### src/rtl/imem_arbiter_if.sv
// Bus bundle for the instruction-memory arbiter: fetch port, debug/loader port,
// halt handshake and the shared memory port.
interface imem_arbiter_if #(
    parameter int IMEM_W = 32
);
    logic              fetch_req_i;
    logic [IMEM_W-1:0] fetch_addr_i;
    logic              fetch_gnt_o;
    logic              fetch_rvalid_o;
    logic [31:0]       fetch_rdata_o;

    logic              dbg_req_i;
    logic              dbg_we_i;
    logic [IMEM_W-1:0] dbg_addr_i;
    logic [31:0]       dbg_wdata_i;
    logic              dbg_gnt_o;
    logic              dbg_rvalid_o;
    logic [31:0]       dbg_rdata_o;

    logic              dbg_halt_i;
    logic              halted_o;

    logic [IMEM_W-1:0] mem_addr_o;
    logic              mem_we_o;
    logic [31:0]       mem_wdata_o;
    logic [31:0]       mem_rdata_i;

    modport slave (
        input  fetch_req_i, fetch_addr_i,
        output fetch_gnt_o, fetch_rvalid_o, fetch_rdata_o,
        input  dbg_req_i, dbg_we_i, dbg_addr_i, dbg_wdata_i,
        output dbg_gnt_o, dbg_rvalid_o, dbg_rdata_o,
        input  dbg_halt_i,
        output halted_o,
        output mem_addr_o, mem_we_o, mem_wdata_o,
        input  mem_rdata_i
    );

    modport master (
        output fetch_req_i, fetch_addr_i,
        input  fetch_gnt_o, fetch_rvalid_o, fetch_rdata_o,
        output dbg_req_i, dbg_we_i, dbg_addr_i, dbg_wdata_i,
        input  dbg_gnt_o, dbg_rvalid_o, dbg_rdata_o,
        output dbg_halt_i,
        input  halted_o,
        input  mem_addr_o, mem_we_o, mem_wdata_o,
        output mem_rdata_i
    );
endinterface

### src/rtl/imem_arbiter.sv
// Round-robin arbiter sharing one combinational-read instruction memory between
// fetch and the debug/loader port, with a halt mode that fences fetch off.
//
// state | meaning
// ARB   | fetch and debug arbitrated round-robin
// HALT  | fetch fenced, debug granted every cycle it requests
module imem_arbiter #(
    parameter int IMEM_W = 32
) (
    input  logic          clk_i,
    input  logic          rst_ni,
    imem_arbiter_if.slave bus
);
    typedef enum logic {ARB, HALT} state_t;

    state_t            state, state_nxt;
    logic              last_dbg, last_dbg_nxt;
    logic              fetch_gnt, dbg_gnt;
    logic [IMEM_W-1:0] addr_mux;

    always_ff @(posedge clk_i or negedge rst_ni) begin
        if (!rst_ni) begin
            state    <= ARB;
            last_dbg <= 1'b1;
        end else begin
            state    <= state_nxt;
            last_dbg <= last_dbg_nxt;
        end
    end

    always_comb begin
        state_nxt    = state;
        last_dbg_nxt = last_dbg;
        fetch_gnt    = 1'b0;
        dbg_gnt      = 1'b0;
        case (state)
            ARB: begin
                if (bus.fetch_req_i && bus.dbg_req_i) begin
                    fetch_gnt = last_dbg;
                    dbg_gnt   = ~last_dbg;
                end else begin
                    fetch_gnt = bus.fetch_req_i;
                    dbg_gnt   = bus.dbg_req_i;
                end
                if (fetch_gnt) last_dbg_nxt = 1'b0;
                if (dbg_gnt)   last_dbg_nxt = 1'b1;
                if (bus.dbg_halt_i) state_nxt = HALT;
            end
            HALT: begin
                dbg_gnt      = bus.dbg_req_i;
                // Pointer parked on debug so fetch wins the first tie after release.
                last_dbg_nxt = 1'b1;
                if (!bus.dbg_halt_i) state_nxt = ARB;
            end
            default: state_nxt = ARB;
        endcase
    end

    assign bus.fetch_gnt_o = fetch_gnt;
    assign bus.dbg_gnt_o   = dbg_gnt;
    assign bus.halted_o    = (state == HALT);

    assign addr_mux        = dbg_gnt ? bus.dbg_addr_i : bus.fetch_addr_i;
    assign bus.mem_addr_o  = addr_mux;
    assign bus.mem_we_o    = dbg_gnt & bus.dbg_we_i;
    assign bus.mem_wdata_o = dbg_gnt ? bus.dbg_wdata_i : 32'h0;

    always_ff @(posedge clk_i or negedge rst_ni) begin
        if (!rst_ni) begin
            bus.fetch_rvalid_o <= 1'b0;
            bus.fetch_rdata_o  <= 32'h0;
            bus.dbg_rvalid_o   <= 1'b0;
            bus.dbg_rdata_o    <= 32'h0;
        end else begin
            bus.fetch_rvalid_o <= fetch_gnt;
            bus.dbg_rvalid_o   <= dbg_gnt;
            if (fetch_gnt) bus.fetch_rdata_o <= bus.mem_rdata_i;
            if (dbg_gnt)   bus.dbg_rdata_o   <= bus.dbg_we_i ? 32'h0 : bus.mem_rdata_i;
        end
    end
endmodule

### src/flat_wrapper.sv
// flat-port wrapper written by rule: the top's interface ports become plain ports
module imem_arbiter_flat 
#(
    parameter int IMEM_W = 32
)
  (clk_i, rst_ni, bus_fetch_req_i, bus_fetch_addr_i, bus_fetch_gnt_o, bus_fetch_rvalid_o, bus_fetch_rdata_o, bus_dbg_req_i, bus_dbg_we_i, bus_dbg_addr_i, bus_dbg_wdata_i, bus_dbg_gnt_o, bus_dbg_rvalid_o, bus_dbg_rdata_o, bus_dbg_halt_i, bus_halted_o, bus_mem_addr_o, bus_mem_we_o, bus_mem_wdata_o, bus_mem_rdata_i);
  imem_arbiter_if #(.IMEM_W(IMEM_W)) bus_i ();
  input  logic clk_i;
  input  logic rst_ni;
  input wire logic [$bits(bus_i.fetch_req_i)-1:0] bus_fetch_req_i;
  input wire logic [$bits(bus_i.fetch_addr_i)-1:0] bus_fetch_addr_i;
  output wire logic [$bits(bus_i.fetch_gnt_o)-1:0] bus_fetch_gnt_o;
  output wire logic [$bits(bus_i.fetch_rvalid_o)-1:0] bus_fetch_rvalid_o;
  output wire logic [$bits(bus_i.fetch_rdata_o)-1:0] bus_fetch_rdata_o;
  input wire logic [$bits(bus_i.dbg_req_i)-1:0] bus_dbg_req_i;
  input wire logic [$bits(bus_i.dbg_we_i)-1:0] bus_dbg_we_i;
  input wire logic [$bits(bus_i.dbg_addr_i)-1:0] bus_dbg_addr_i;
  input wire logic [$bits(bus_i.dbg_wdata_i)-1:0] bus_dbg_wdata_i;
  output wire logic [$bits(bus_i.dbg_gnt_o)-1:0] bus_dbg_gnt_o;
  output wire logic [$bits(bus_i.dbg_rvalid_o)-1:0] bus_dbg_rvalid_o;
  output wire logic [$bits(bus_i.dbg_rdata_o)-1:0] bus_dbg_rdata_o;
  input wire logic [$bits(bus_i.dbg_halt_i)-1:0] bus_dbg_halt_i;
  output wire logic [$bits(bus_i.halted_o)-1:0] bus_halted_o;
  output wire logic [$bits(bus_i.mem_addr_o)-1:0] bus_mem_addr_o;
  output wire logic [$bits(bus_i.mem_we_o)-1:0] bus_mem_we_o;
  output wire logic [$bits(bus_i.mem_wdata_o)-1:0] bus_mem_wdata_o;
  input wire logic [$bits(bus_i.mem_rdata_i)-1:0] bus_mem_rdata_i;
  assign bus_i.fetch_req_i = bus_fetch_req_i;
  assign bus_i.fetch_addr_i = bus_fetch_addr_i;
  assign bus_fetch_gnt_o = bus_i.fetch_gnt_o;
  assign bus_fetch_rvalid_o = bus_i.fetch_rvalid_o;
  assign bus_fetch_rdata_o = bus_i.fetch_rdata_o;
  assign bus_i.dbg_req_i = bus_dbg_req_i;
  assign bus_i.dbg_we_i = bus_dbg_we_i;
  assign bus_i.dbg_addr_i = bus_dbg_addr_i;
  assign bus_i.dbg_wdata_i = bus_dbg_wdata_i;
  assign bus_dbg_gnt_o = bus_i.dbg_gnt_o;
  assign bus_dbg_rvalid_o = bus_i.dbg_rvalid_o;
  assign bus_dbg_rdata_o = bus_i.dbg_rdata_o;
  assign bus_i.dbg_halt_i = bus_dbg_halt_i;
  assign bus_halted_o = bus_i.halted_o;
  assign bus_mem_addr_o = bus_i.mem_addr_o;
  assign bus_mem_we_o = bus_i.mem_we_o;
  assign bus_mem_wdata_o = bus_i.mem_wdata_o;
  assign bus_i.mem_rdata_i = bus_mem_rdata_i;
  imem_arbiter #(.IMEM_W(IMEM_W)) u_core (.clk_i(clk_i), .rst_ni(rst_ni), .bus(bus_i));
endmodule
### config.mk
export PLATFORM = sky130hd
export DESIGN_NAME = imem_arbiter_flat
export DESIGN_NICKNAME = d
export VERILOG_FILES = /design/src/rtl/imem_arbiter_if.sv /design/src/rtl/imem_arbiter.sv /design/src/flat_wrapper.sv
export SDC_FILE = /design/constraint.sdc
export NUM_CORES = 1
export LEC_CHECK = 0
export ABC_AREA = 1
export BUFFER_PORTS_ARGS = -buffer_cell sky130_fd_sc_hd__clkbuf_2
export CAP_MARGIN = 20
export CORE_AREA = 4 4 102 104
export CTS_CLUSTER_DIAMETER = 200
export DETAILED_ROUTE_END_ITERATION = 7
export DIE_AREA = 0 0 106 108
export HOLD_SLACK_MARGIN = 0.12
export PLACE_DENSITY = 0.78
export SYNTH_ARGS = -nofsm -noshare
export SYNTH_HDL_FRONTEND = slang
export SYNTH_SLANG_ARGS = --single-unit
### constraint.sdc
create_clock -name clk_i -period 3.8 [get_ports clk_i]
set_input_delay 0.38 -clock clk_i [delete_from_list [all_inputs] [get_ports clk_i]]
set_output_delay 0.38 -clock clk_i [all_outputs]
set_load 0.1 [all_outputs]
---- Yosys cells after proc, flatten, opt, wreduce, memory -nomap -nowiden ----
Index checks and enable logic that the tools add are counted.
storage, ports and cells
  bits in registers ....................... 68
  input bits .............................. 134
  output and inout bits ................... 134
cells by class
  equality and inequality tests ........... 1
  muxes and demuxes ....................... 13
  bitwise gates (word level) .............. 3
  reduce and logical (&&, ||, !) cells .... 1
operator list
  kind                number
  $mux 32             3
  $mux 1              8
  $pmux 1 s2          2
  $ne 3x1->1 const B  1
  $not 1->1           2
  $and 1x1->1         1
  $logic_and 1x1->1   1

---- Longest topological paths before layout ----
  depth in word-level cells ............... 6
  gate-level depth with buffers ........... 6

---- Worst setup path before layout ----
Ideal clock, no wire load.
  kind .................................... register to output
  from .................................... register u_core.state, in the netlist u_core.bus.halted_o
  to ...................................... output bus_mem_wdata_o[22]
  arrival time ............................ 2.841 ns
  data required time ...................... 3.420 ns
  path slack .............................. 0.579 ns
  stages on the path, launching flop included .. 7
  path buffers ............................ 2
  path through ............................ dfrtp_1 inv_2 nand3_1 nand2_1 buf_2 buf_4 nor2_1
between the ends
  cells in the longest elaborated chain, start to end .. 3
RTL lines
  what                    RTL line            source
  from (decl)             imem_arbiter.sv:16  state_t state, state_nxt;
  from (signal assigned)  imem_arbiter.sv:26  state <= state_nxt;
  $not 1->1               imem_arbiter.sv:36  case (state)
  $pmux 1 s2 (*)          imem_arbiter.sv:36
  $mux 32 (*)             imem_arbiter.sv:66  assign bus.mem_wdata_o = dbg_gnt ? bus.dbg_wdata_i : 32'h0;
  to (decl)               flat_wrapper.sv:26  output wire logic [$bits(bus_i.mem_wdata_o)-1:0] bus_mem_wdata_o;
Mark *: on every way between the ends. The rest lies on a longest branch, timed or not.

---- Worst setup path in the final report ----
  from .................................... register u_core.last_dbg
  to ...................................... output bus_mem_addr_o[7]
between the ends
  cells in the longest elaborated chain, start to end .. 5
RTL lines
  what                    RTL line            source
  from (decl)             imem_arbiter.sv:17  logic last_dbg, last_dbg_nxt;
  from (signal assigned)  imem_arbiter.sv:27  last_dbg <= last_dbg_nxt;
  $not 1->1               imem_arbiter.sv:40  dbg_gnt = ~last_dbg;
  $mux 1                  imem_arbiter.sv:38  if (bus.fetch_req_i && bus.dbg_req_i) begin
  $mux 1                  imem_arbiter.sv:36
  $pmux 1 s2              imem_arbiter.sv:36
  $mux 32                 imem_arbiter.sv:63  assign addr_mux = dbg_gnt ? bus.dbg_addr_i : bus.fetch_addr_i;
  to (decl)               flat_wrapper.sv:24  output wire logic [$bits(bus_i.mem_addr_o)-1:0] bus_mem_addr_o;
No other way between the ends. The select of a mux whose other input is x is not followed.

==> flow_metrics.env <==
export IMPL_p_leak_nw=3.49
export IMPL_h_tree_depth=3
export IMPL_layout_commonest_cell="clkbuf_2"
export IMPL_start_kind="register"
export IMPL_critPathMaxStageDelay_ps=590
export IMPL_ys_seq_elements=68
export IMPL_rrSetupSlack_ps=1970
export IMPL_finalClockSkew_ps=7.55
export IMPL_rows=36
export IMPL_synth_avg_cell_area_um2=6.75
export IMPL_ir_worst_vdd_v=0.000369
export IMPL_pre_cts_ws_ps=1460
export IMPL_grt_pass1_vias=3717
export IMPL_fillers=959
export IMPL_critPathMostFrequentCell="nand2_1"
export IMPL_min_path_type="in2reg"
export IMPL_cp_cell_sequence="nand3_2, nand2_4, nand2_1, nand2_1, clkbuf_2"
export IMPL_synthCells=534
export IMPL_worstSkewPairLatency_ps=330
export IMPL_ff2ff_path_depth=5
export IMPL_multi_input_area_mm2=0.00149
export IMPL_rr_startpoint="u_core.last_dbg"
export IMPL_cts_tree="yes"
export IMPL_path_max_fanout=82
export IMPL_p_per_area_mw_per_mm2=586
export IMPL_crit_required_ps=3420
export IMPL_rsz0062_at_grt="false"
export IMPL_antenna_found_initial=0
export IMPL_dp_hpwl_mm=9.08
export IMPL_ys_warn_count=0
export IMPL_synthesis_area_mm2=0.00360
export IMPL_port_buffers=267
export IMPL_slew_limit_headroom=0.442
export IMPL_hold_viol=0
export IMPL_die_w_um=106
export IMPL_finalCriticalPeriod_ps=2690
export IMPL_mostFrequentLayoutCells="clkbuf_2 (265), nand2_1 (194), nand3_1 (96)"
export IMPL_nNetsFinal=917
export IMPL_cts_buffers=9
export IMPL_dr_pass1_iters=5
export IMPL_holdCritStartpoint="bus_dbg_halt_i"
export IMPL_cts_hold_buf=1
export IMPL_grt_usage=0.205
export IMPL_core_mm2=0.00955
export IMPL_yosysUniqueCellTypes=13
export IMPL_fin_ws_ps=1110
export IMPL_postCtsSetupRepairBufs=0
export IMPL_crit_arrival_ps=2310
export IMPL_cts_num_sinks=68
export IMPL_post_drt_wl_per_cell_um=13.5
export IMPL_first_iter_violations=282
export IMPL_min_period_over_period=0.707
export IMPL_diodes=0
export IMPL_grt_pass1_wl_mm=19.1
export IMPL_drc=0
export IMPL_worst_slew_pin_slew_ps=838
export IMPL_clk_path_buf_depth=2
export IMPL_area_delta_synth_final_pct=46.6
export IMPL_postRouteAntennaNets=0
export IMPL_gp_congestion=0.762
export IMPL_setup_viol=0
export IMPL_overflow=0
export IMPL_outcome="finished clean"
export IMPL_vias_per_cell=4.55
export IMPL_die_area_mm2=0.0114
export IMPL_worstReg2RegEnd="u_core.bus.dbg_rdata_o[30]"
export IMPL_max_cap_viol_count=0
export IMPL_end_kind="output pin"
export IMPL_path_class="reg2out"
export IMPL_drive_above_1_share=0.374
export IMPL_ys_seq_area_frac=0.473
export IMPL_slowest_stage="nand2_4"
export IMPL_slew_violations=0
export IMPL_fmax_mhz=372
export IMPL_clk_pin_slew_ps=70
export IMPL_synthesis_nets=668
export IMPL_root_buffer="clkbuf_8"
export IMPL_vias=4187
export IMPL_wl_mm=12.4
export IMPL_post_cts_resized=0
export IMPL_start_util=0.377
export IMPL_min_path_cells=1
export IMPL_grt_max_degree=83
export IMPL_seqCellArea_mm2=0.00170
export IMPL_worstHoldEndpoint="u_core.bus.halted_o"
export IMPL_die_y_um=108
export IMPL_setup_tns_ps=0
export IMPL_ioPinCount=268
==> layer usage <==
layer | routed length [um] | track usage
met1 | 5280 | 0.278
met2 | 5960 | 0.331
met3 | 1050 | 0.0543
met4 | 158 | 0.0500
met5 | 0 | 0
==> worst max-delay path, delay by kind of cell, from the launching register on <==
family,cells,cell delay [ps]
simple gates,4,910
flops,1,540
buf+inv,1,460
==> registers in the layout, summed over array words and instances, names as in the netlist <==
name                       count
u_core.bus.fetch_rvalid_o      1
u_core.bus.fetch_rdata_o      32
u_core.bus.halted_o            1
u_core.bus.dbg_rdata_o        32
u_core.last_dbg                1
u_core.bus.dbg_rvalid_o        1
==> power by group <==
| group | total [mW] | switching, mW | leakage, nW | internal (mW) |
|---|---|---|---|---|
| clock network | 0.730 | 0.276 | 0.122 | 0.454 |
| registers | 0.860 | 0.0490 | 0.861 | 0.811 |
| logic | 1.50 | 1.29 | 2.51 | 0.211 |
| total | 3.09 | 1.62 | 3.49 | 1.48 |
==> synthesized netlist by cell type, drive strengths merged <==
| library cell | instances | share of area |
|---|---|---|
| inv | 70 | 0.073 |
| nor2 | 66 | 0.069 |
| o211ai | 1 | 0.0021 |
| nand2 | 195 | 0.20 |
| clkbuf | 17 | 0.018 |
| buf | 20 | 0.027 |
| nand3 | 97 | 0.13 |
| dfstp | 1 | 0.0073 |
| dfrtp | 67 | 0.47 |
==> how the worst max path moves through the flow <==
stage	slack [ps]	from	to
after CTS	1090	u_core.last_dbg	bus_mem_addr_o[19]
after floorplan	580	u_core.bus.halted_o	bus_mem_wdata_o[22]
after global routing	920	u_core.last_dbg	bus_mem_addr_o[11]
final	1110	u_core.last_dbg	bus_mem_addr_o[7]
after global placement	1450	bus_fetch_req_i	bus_mem_addr_o[11]
after detailed placement	1460	u_core.last_dbg	bus_mem_addr_o[7]
==> logic make-up (layout without fill, tap and decap cells) <==
family / after synthesis / after routing / synth area share
simple gates: 358 / 358 / 0.407
flops: 68 / 68 / 0.473
compound gates: 1 / 1 / 0.00208
buf+inv: 107 / 361 / 0.118
==> layout make-up <==
class | count | share of cell area
inverter | 70 | 0.0497
timing repair buffer | 275 | 0.268
clock inverter | 6 | 0.0211
clock buffer | 10 | 0.0261
multi-input combinational | 359 | 0.282
tap | 133 | 0.0315
sequential | 68 | 0.322
==> stage by stage <==
stage	hold slack, ps	util	total power, mW	cells	cell area [um2]
detailed placement	459	0.526	2.38	904	5020
finish	158	0.553	3.09	921	5280
global route	150	0.553	3.22	921	5280
CTS	136	0.553	3.12	921	5280
floorplan	84.4	-	2.09	534	3600
global placement	453	0.526	2.37	904	5020
No activity file was read; power rests on OpenSTA's default activity.
